--- src/rtl/mul_div_unit.sv ---
// HI/LO multiply/divide unit: 2-cycle MULT/MULTU, 33-cycle restoring DIV/DIVU,
// immediate MTHI/MTLO and combinational MFHI/MFLO read port.
module mul_div_unit #(
    parameter int DIV_CYCLES = 32
) (
    input  logic        clk,
    input  logic        rst,
    input  logic        exe_fire_in,
    input  logic [5:0]  exe_mult_div_op_in,
    input  logic        exe_read_request_in,
    input  logic        exe_read_hi_in,
    input  logic [31:0] exe_in0_in,
    input  logic [31:0] exe_in1_in,
    input  logic        cancel_in,
    output logic        md_ready_out,
    output logic        md_busy_out,
    output logic [31:0] md_rdata_out,
    output logic [31:0] hi_out,
    output logic [31:0] lo_out
);
    localparam int CNT_W = $clog2(DIV_CYCLES);
    localparam logic [CNT_W-1:0] CNT_LAST = CNT_W'(DIV_CYCLES - 1);

    typedef enum logic [1:0] {S_IDLE, S_MUL, S_DIV, S_DONE} state_t;

    state_t                  state_q, state_d;
    logic [CNT_W-1:0]        cnt_q;
    logic [31:0]             hi_q, lo_q;
    logic                    accept, signed_op, is_mul, is_div;

    logic                    op_signed_p0, q_neg_p0, r_neg_p0, dvz_p0;
    logic [31:0]             opa_p0, opb_p0;
    logic [31:0]             quo_p1, rem_p1, dvsr_p1;

    logic signed [63:0]      mul_a_ext, mul_b_ext, product;
    logic [32:0]             shifted;
    logic                    ge;
    logic [31:0]             quo_next, rem_next;

    function automatic logic [31:0] mag(input logic [31:0] x, input logic sgn);
        return (sgn && x[31]) ? -x : x;
    endfunction

    function automatic logic [31:0] apply_sign(input logic [31:0] x, input logic neg);
        return neg ? -x : x;
    endfunction

    assign is_mul    = exe_mult_div_op_in[3] | exe_mult_div_op_in[2];
    assign is_div    = exe_mult_div_op_in[1] | exe_mult_div_op_in[0];
    assign signed_op = exe_mult_div_op_in[3] | exe_mult_div_op_in[1];
    assign accept    = exe_fire_in && (state_q == S_IDLE) && (exe_mult_div_op_in != 6'b0) && !cancel_in;

    assign md_busy_out  = (state_q != S_IDLE);
    assign md_ready_out = !md_busy_out || (exe_mult_div_op_in == 6'b0 && !exe_read_request_in);
    assign md_rdata_out = exe_read_hi_in ? hi_q : lo_q;
    assign hi_out       = hi_q;
    assign lo_out       = lo_q;

    // p0 -> MUL: sign/zero-extend to 64 bits so one multiplier serves both forms
    assign mul_a_ext = {{32{op_signed_p0 & opa_p0[31]}}, opa_p0};
    assign mul_b_ext = {{32{op_signed_p0 & opb_p0[31]}}, opb_p0};
    assign product   = mul_a_ext * mul_b_ext;

    // p1 -> DIV: one restoring step per cycle on magnitudes
    assign shifted  = {rem_p1, quo_p1[31]};
    assign ge       = (shifted >= {1'b0, dvsr_p1});
    assign rem_next = ge ? 32'(shifted - {1'b0, dvsr_p1}) : shifted[31:0];
    assign quo_next = {quo_p1[30:0], ge};

    always_ff @(posedge clk) begin
        if (rst) state_q <= S_IDLE;
        else     state_q <= state_d;
    end

    always_comb begin
        state_d = state_q;
        if (cancel_in) begin
            state_d = S_IDLE;
        end else begin
            case (state_q)
                S_IDLE: begin
                    if (accept && is_mul)      state_d = S_MUL;
                    else if (accept && is_div) state_d = S_DIV;
                end
                S_MUL:  state_d = S_IDLE;
                S_DIV:  if (cnt_q == CNT_LAST) state_d = S_DONE;
                S_DONE: state_d = S_IDLE;
                default: state_d = S_IDLE;
            endcase
        end
    end

    always_ff @(posedge clk) begin
        if (rst) begin
            hi_q  <= 32'h0;
            lo_q  <= 32'h0;
            cnt_q <= '0;
        end else if (cancel_in) begin
            cnt_q <= '0;
        end else begin
            case (state_q)
                S_IDLE: begin
                    if (accept && exe_mult_div_op_in[5]) hi_q <= exe_in0_in;
                    if (accept && exe_mult_div_op_in[4]) lo_q <= exe_in0_in;
                    cnt_q <= '0;
                end
                S_MUL: {hi_q, lo_q} <= product;
                S_DIV: cnt_q <= cnt_q + CNT_W'(1);
                S_DONE: begin
                    // Divide by zero bypasses sign fix-up: LO all ones, HI the raw dividend
                    lo_q <= dvz_p0 ? 32'hFFFF_FFFF : apply_sign(quo_p1, q_neg_p0);
                    hi_q <= dvz_p0 ? opa_p0        : apply_sign(rem_p1, r_neg_p0);
                end
                default: ;
            endcase
        end
    end

    always_ff @(posedge clk) begin
        if (accept) begin
            op_signed_p0 <= signed_op;
            opa_p0       <= exe_in0_in;
            opb_p0       <= exe_in1_in;
            q_neg_p0     <= signed_op & (exe_in0_in[31] ^ exe_in1_in[31]);
            r_neg_p0     <= signed_op & exe_in0_in[31];
            dvz_p0       <= (exe_in1_in == 32'h0);
            quo_p1       <= mag(exe_in0_in, signed_op);
            rem_p1       <= 32'h0;
            dvsr_p1      <= mag(exe_in1_in, signed_op);
        end else if (state_q == S_DIV) begin
            quo_p1 <= quo_next;
            rem_p1 <= rem_next;
        end
    end
endmodule

--- config.mk ---
export PLATFORM = sky130hd
export DESIGN_NAME = mul_div_unit
export DESIGN_NICKNAME = d
export VERILOG_FILES = /design/src/rtl/mul_div_unit.sv
export SDC_FILE = /design/constraint.sdc
export NUM_CORES = 2
export LEC_CHECK = 0
export ABC_AREA = 1
export CORE_ASPECT_RATIO = 1.25
export CORE_MARGIN = 2
export CORE_UTILIZATION = 50
export CTS_BUF_LIST = sky130_fd_sc_hd__clkbuf_2 sky130_fd_sc_hd__clkbuf_4 sky130_fd_sc_hd__clkbuf_8
export DETAILED_ROUTE_END_ITERATION = 10
export PLACE_DENSITY = 0.67
export SYNTH_ARGS = -nofsm -noshare
export SYNTH_HDL_FRONTEND = slang
export SYNTH_SLANG_ARGS = --single-unit
--- constraint.sdc ---
create_clock -name clk -period 10.2 [get_ports clk]
set_input_delay 1.53 -clock clk [delete_from_list [all_inputs] [get_ports clk]]
set_output_delay 1.53 -clock clk [all_outputs]
set_load 0.005 [all_outputs]
; ---- Yosys cells after proc, flatten, opt, wreduce, memory -nomap -nowiden
; Index checks and enable logic that the tools add are counted.
[op_classes]
multipliers = 1
eq_ne = 8
muxes = 19
div = 0
magnitude_cmp = 1
bitwise = 9
add_sub_neg = 6
n_reduce_logical = 27
shift = 0
[ops]
columns = operator, count
row1 = $mux W32, 12
row2 = $pmux W32 S3, 2
row3 = $neg A32 Y32, 4
row4 = $mul A33 B33 Y64, 1
row5 = $ge A33 B32 Y1, 1
row6 = $logic_not A32 Y1, 1
row7 = $sub A32 B32 Y32, 1
row8 = $logic_and A1 B1 Y1, 10
row9 = $pmux W5 S2, 1
row10 = $logic_not A6 Y1, 1
row11 = $mux W2, 3
row12 = $pmux W2 S3, 1
row13 = $reduce_and A3 Y1, 2
row14 = $reduce_bool A2 Y1, 3
row15 = $reduce_bool A6 Y1, 1
row16 = $add A5 B1 Y5 const B, 1
row17 = $eq A5 B5 Y1 const B, 1
row18 = $and A1 B1 Y1, 4
row19 = $eq A2 B2 Y1 const B, 2
row20 = $ne A2 B1 Y1 const B, 2
row21 = $reduce_or A2 Y1, 2
row22 = $logic_not A1 Y1, 3
row23 = $ne A3 B1 Y1 const B, 1
row24 = $or A1 B1 Y1, 3
row25 = 8 further kinds, 8
[totals]
output_inout_bits = 98
regBits = 235
romBits = 0
mem_count = 0
mem_bits_rw = 0
latchBits = 0
input_bits = 76
wordCells = 84

; ---- Logic depth before layout (Yosys ltp)
[depth]
word_depth = 8
depth_mapped = 35
mapped_depth_nobuf = 33

; ---- Worst setup path before layout
; Ideal clock, no wire load.
[synth_path]
path_kind = reg2reg
start = reg opa_p0[31]
end = reg hi_q[30] (netlist: hi_out[30])
stages_incl_launch_ff = 34
synth_period_minus_slack_ns = 7.504
setup_ns = 0.070
setup_slack_ns = 2.696
required_ns = 10.130
path_buffers = 2
arrival_time_ns = 7.434
cell_sequence = edfxtp_1 > buf_2 > nand2_1 > inv_1 > buf_1 > nand2_1 > inv_1 > fa_1 > inv_1 > fa_1 > inv_1 > fa_1 > fa_1 > inv_1 > fa_1 > inv_1 > fa_1 > inv_1 > fa_1 > fa_1 > inv_1 > ha_1 > nand2_1 > nor2_1 > inv_1 > nor2_1 > inv_1 > nor2_1 > inv_1 > nor3_1 > nand2_1 > nand3_1 > nand3_1 > a21oi_1
[synth_between]
elab_chain_cells = 3
[synth_lines]
columns = element, line
row1 = start: declaration, 32  ; logic [31:0] opa_p0, opb_p0;
row2 = start signal: assignment, 122  ; opa_p0 <= exe_in0_in;
row3 = $and A1 B1 Y1, 60  ; assign mul_a_ext = {{32{op_signed_p0 & opa_p0[31]}}, opa_p0};
row4 = $mul A33 B33 Y64 (*), 62  ; assign product = mul_a_ext * mul_b_ext;
row5 = $pmux W32 S3 (*), 101  ; case (state_q)
row6 = end signal: assignment, 103  ; if (accept && exe_mult_div_op_in[5]) hi_q <= exe_in0_in;
row7 = end signal: assignment, 107  ; S_MUL: {hi_q, lo_q} <= product;
row8 = end signal: assignment, 112  ; hi_q <= dvz_p0 ? opa_p0 : apply_sign(rem_p1, r_neg_p0);
row9 = end: declaration, 28  ; logic [31:0] hi_q, lo_q;
; Mark *: on every way between the ends. The rest lies on a longest branch, timed or not.
; A chain may end at the register's enable or synchronous reset.

; ---- Final worst setup path
[layout_path]
start = reg opb_p0[3]
end = reg hi_q[17] (netlist: hi_out[17])
[layout_between]
elab_chain_cells = 2
[layout_lines]
columns = element, line
row1 = start: declaration, 32
row2 = start signal: assignment, 123  ; opb_p0 <= exe_in1_in;
row3 = $mul A33 B33 Y64, 62
row4 = $pmux W32 S3, 101
; Every way passes these cells.

==> summary.md <==
| Metric | Value |
|---|---|
| Dpl hpwl | 158 mm |
| Initial Utilization | 50.5% |
| Routed WL | roughly 190 mm |
| Clk_skew | 59.0 ps |
| Clock Pin Slew Worst Setup and Hold Paths | 70 ps |
| Via Count | 47100 |
| Netlist cell types | 52 |
| WL per Instance | roughly 21 um |
| H-tree depth | 2 |
| Clock sink count | 234 |
| CTS Hold Buffers Added | 0 |
| Reg2reg path depth | 24 |
| Placed cell count | 8718 |
| GR Util met1 | 41.7% |
| Fin. max-slew vios | 0 |
| CTS buffer count | 42 |
| CTS tree | built |
| Worst Path Max Fanout | 19 |
| Post-synthesis mux area share | 0.284% |
| Post-synth EDFFs | around 130 |
| Share of cells above drive strength 1 | 3.28% |
| Period Utilization, post-route | 86.8% |
| Mapped Cells | between 7000 and 8000 |
| I/O Pins | 174 |
| Final worst slack | between 1000 and 1500 ps |
| Dpl ws | around 1500 ps |
| Vias in the first global route | 50100 |
| RSZ-0062 raised after global routing | false |
| Largest cells by area after synthesis | fa_1 41%, inv_1 13%, nand2_1 13%, edfxtp_1 7.1%, ha_1 5.6% |
| Worst setup path class | reg -> reg |
| Total gr overflow | 0 |
| Overall Global Routing Usage | about 34% |
| Port buffer count | ~170 |
| Total core area | 110000 um2 |
| Xor/xnor share of the synthesized area | 1.47% |
| Die Height | 377 um |
| Max frequency | between 100 and 150 MHz |
| Number of cell rows | 136 |
| M2 GR Usage | 59.5% |
| Die area | 114000 um2 |
| Async SR Flop Fraction | 0% |
| CTS Root Cell | clkbuf_8 |
| Combinational family with the most area after synthesis | adder cells |
| Area Overhead vs Synth | 7.08% |
| Initial antenna violation count | 3 |
| Avg Cell Area, Syn | 7.58 um2 |
| Clock buffer depth | 3 |
| Worst hold path class | reg -> reg |
| Status | finished clean |
| GRT Max-Usage Layer | met2 |
| 1st-iter DRT viols | between 3000 and 4000 |
| Min cycle time layout | 8850 ps |
| Hold Path Stages | 2 |
| Setup TNS | 0 ps |
| Seq cells post-synth | approximately 230 |
| Post-CTS setup buffer count | 0 |
| Sequential fraction of the synthesis area | a little over a tenth |
| Post-CTS sizing | 0 |
| Fin nets | 8765 |
| Synth top area share | between 40% and 50% |
| Layout Cells excl Fill | 8798 |
| CP required | roughly 11000 ps |
| Ys Warns | 0 |
| Max capacitance violation total | 0 |
| Simple logic cell fraction of the synthesized area | between 10% and 20% |
| Post-route ant nets | 0 |
| Crit start category | flop |
| Setup violators final | 0 |
| Top FF cell, synth | edfxtp_1 |
| Tightest Pin Transition | around 1200 ps |
| Drc violations | 0 |
| Later-pin clock latency in the skew report | 680 ps |
| Leading area contributor after synthesis | fa_1 |
| Largest net degree at the start of global routing | 76 |
| GR Util met3 | 3.46% |
| CP arrival | between 9000 and 10000 ps |
| Final hold violation count | 0 |
| Gpl congestion | 1.03 |
| DR pass1 iterations | 5 |
| Adder-cell share of the synthesized area | 46.2% |
| Via-per-instance ratio | roughly 5.4 |
| Die X | 302 um |
| Max_slew headroom | 16.9% |
| Mapped Nets | around 8800 |
| Compound-cell area share of the yosys netlist | 6.07% |
| Crit. End Element | flop |
| First-pass GRT wire length | 292 mm |
| Post-Syn Area | 55600 um2 |
[sequential cells by signal (all words and copies together), names as in the netlist, 2 cells and up]
signal,count
cnt_q,5
dvsr_p1,31
hi_out,32
lo_out,32
opa_p0,32
opb_p0,32
quo_p1,32
rem_p1,32
state_q,2
[cell usage in the layout, fill, tap and decap left out, types with 103 or more instances in the layout]
master,netlist,final
buf_4,1,105
nand2_1,1852,1852
edfxtp_1,131,131
nand3_1,261,261
nor2_1,425,423
a21oi_1,242,242
fa_1,1126,1126
inv_1,1931,1929
dfxtp_1,103,103
clkdlybuf4s50_1,0,172
ha_1,250,250
o21ai_0,252,252
[kinds of logic after synthesis]
logic type / count (synthesis)
adders and majority gates: 1376
xor gates and xnor gates: 93
buffers and inverters: 2282
DFF: 234
AOI/OAI and AO/OA: 627
muxes: 14
and+or+nand+nor: 2709
[Yosys cell counts, types with 5 or more instances]
cell / count
a211oi_1: 7
a21oi_1: 242
a31oi_1: 16
buf_1: 10
buf_2: 14
clkbuf_1: 314
dfxtp_1: 103
edfxtp_1: 131
fa_1: 1126
ha_1: 250
inv_1: 1931
mux2_2: 14
nand2_1: 1852
nand2_2: 6
nand3_1: 261
nand3b_1: 17
nand4_1: 58
nor2_1: 425
nor2_2: 5
nor3_1: 47
nor4_1: 9
o211ai_1: 20
o21ai_0: 252
o21ai_1: 36
o21bai_1: 23
o31ai_1: 9
or2_2: 18
xnor2_1: 33
xor2_1: 60
[per-stage QoR]
step	area, um2	hold slack, ps	util, %
after floorplan	55600	441	-
after detailed placement	58600	468	53.2
final	59500	481	54.0
after CTS	59500	478	54.0
after global placement	58600	449	53.2
after global routing	59500	491	54.0
[final cells by class]
cell class,instances,area (um2)
fillers,10500,50600
multi-input cells,4819,40900
inverters,1937,7280
flip-flops and latches,234,6000
repair buffers,279,2530
well taps,1449,1810
clock buffers,60,744
clock inverters,18,189
diodes,2,5.00
[worst paths after layout]
check	from	end	slack (ps)
max	opb_p0[3]$_DFFE_PP_	hi_out[17]$_SDFFE_PP0P_	1350
min	cnt_q[4]$_SDFFE_PP0P_	cnt_q[4]$_SDFFE_PP0P_	480
max reg2reg	opb_p0[3]$_DFFE_PP_	hi_out[17]$_SDFFE_PP0P_	1350
min reg2reg	cnt_q[4]$_SDFFE_PP0P_	cnt_q[4]$_SDFFE_PP0P_	480
[per-layer routing]
layer	share of wire [%]	up-vias
met4	5.7	0
li1	-	21400
met2	50	1724
met3	5.6	489
met1	39	23500
met5	0	-
[critical path, cell delays in order (launching register included)]
cell	delay, ps
edfxtp_1	1110
nand2_1	240
inv_1	180
fa_1	470
fa_1	560
fa_1	520
inv_1	490
fa_1	520
inv_1	90
fa_1	450
fa_1	530
fa_1	510
inv_1	60
fa_1	490
inv_1	50
ha_1	460
nand2_1	120
nor2_1	260
inv_1	120
o21ai_0	720
a21oi_1	190
nand3_1	210
nand2_1	150
nand3_1	180
a21oi_1	90
Power is left out: the tool's default activity adds up to more than one toggle a clock period on the data nets, which glitch-free logic cannot reach.
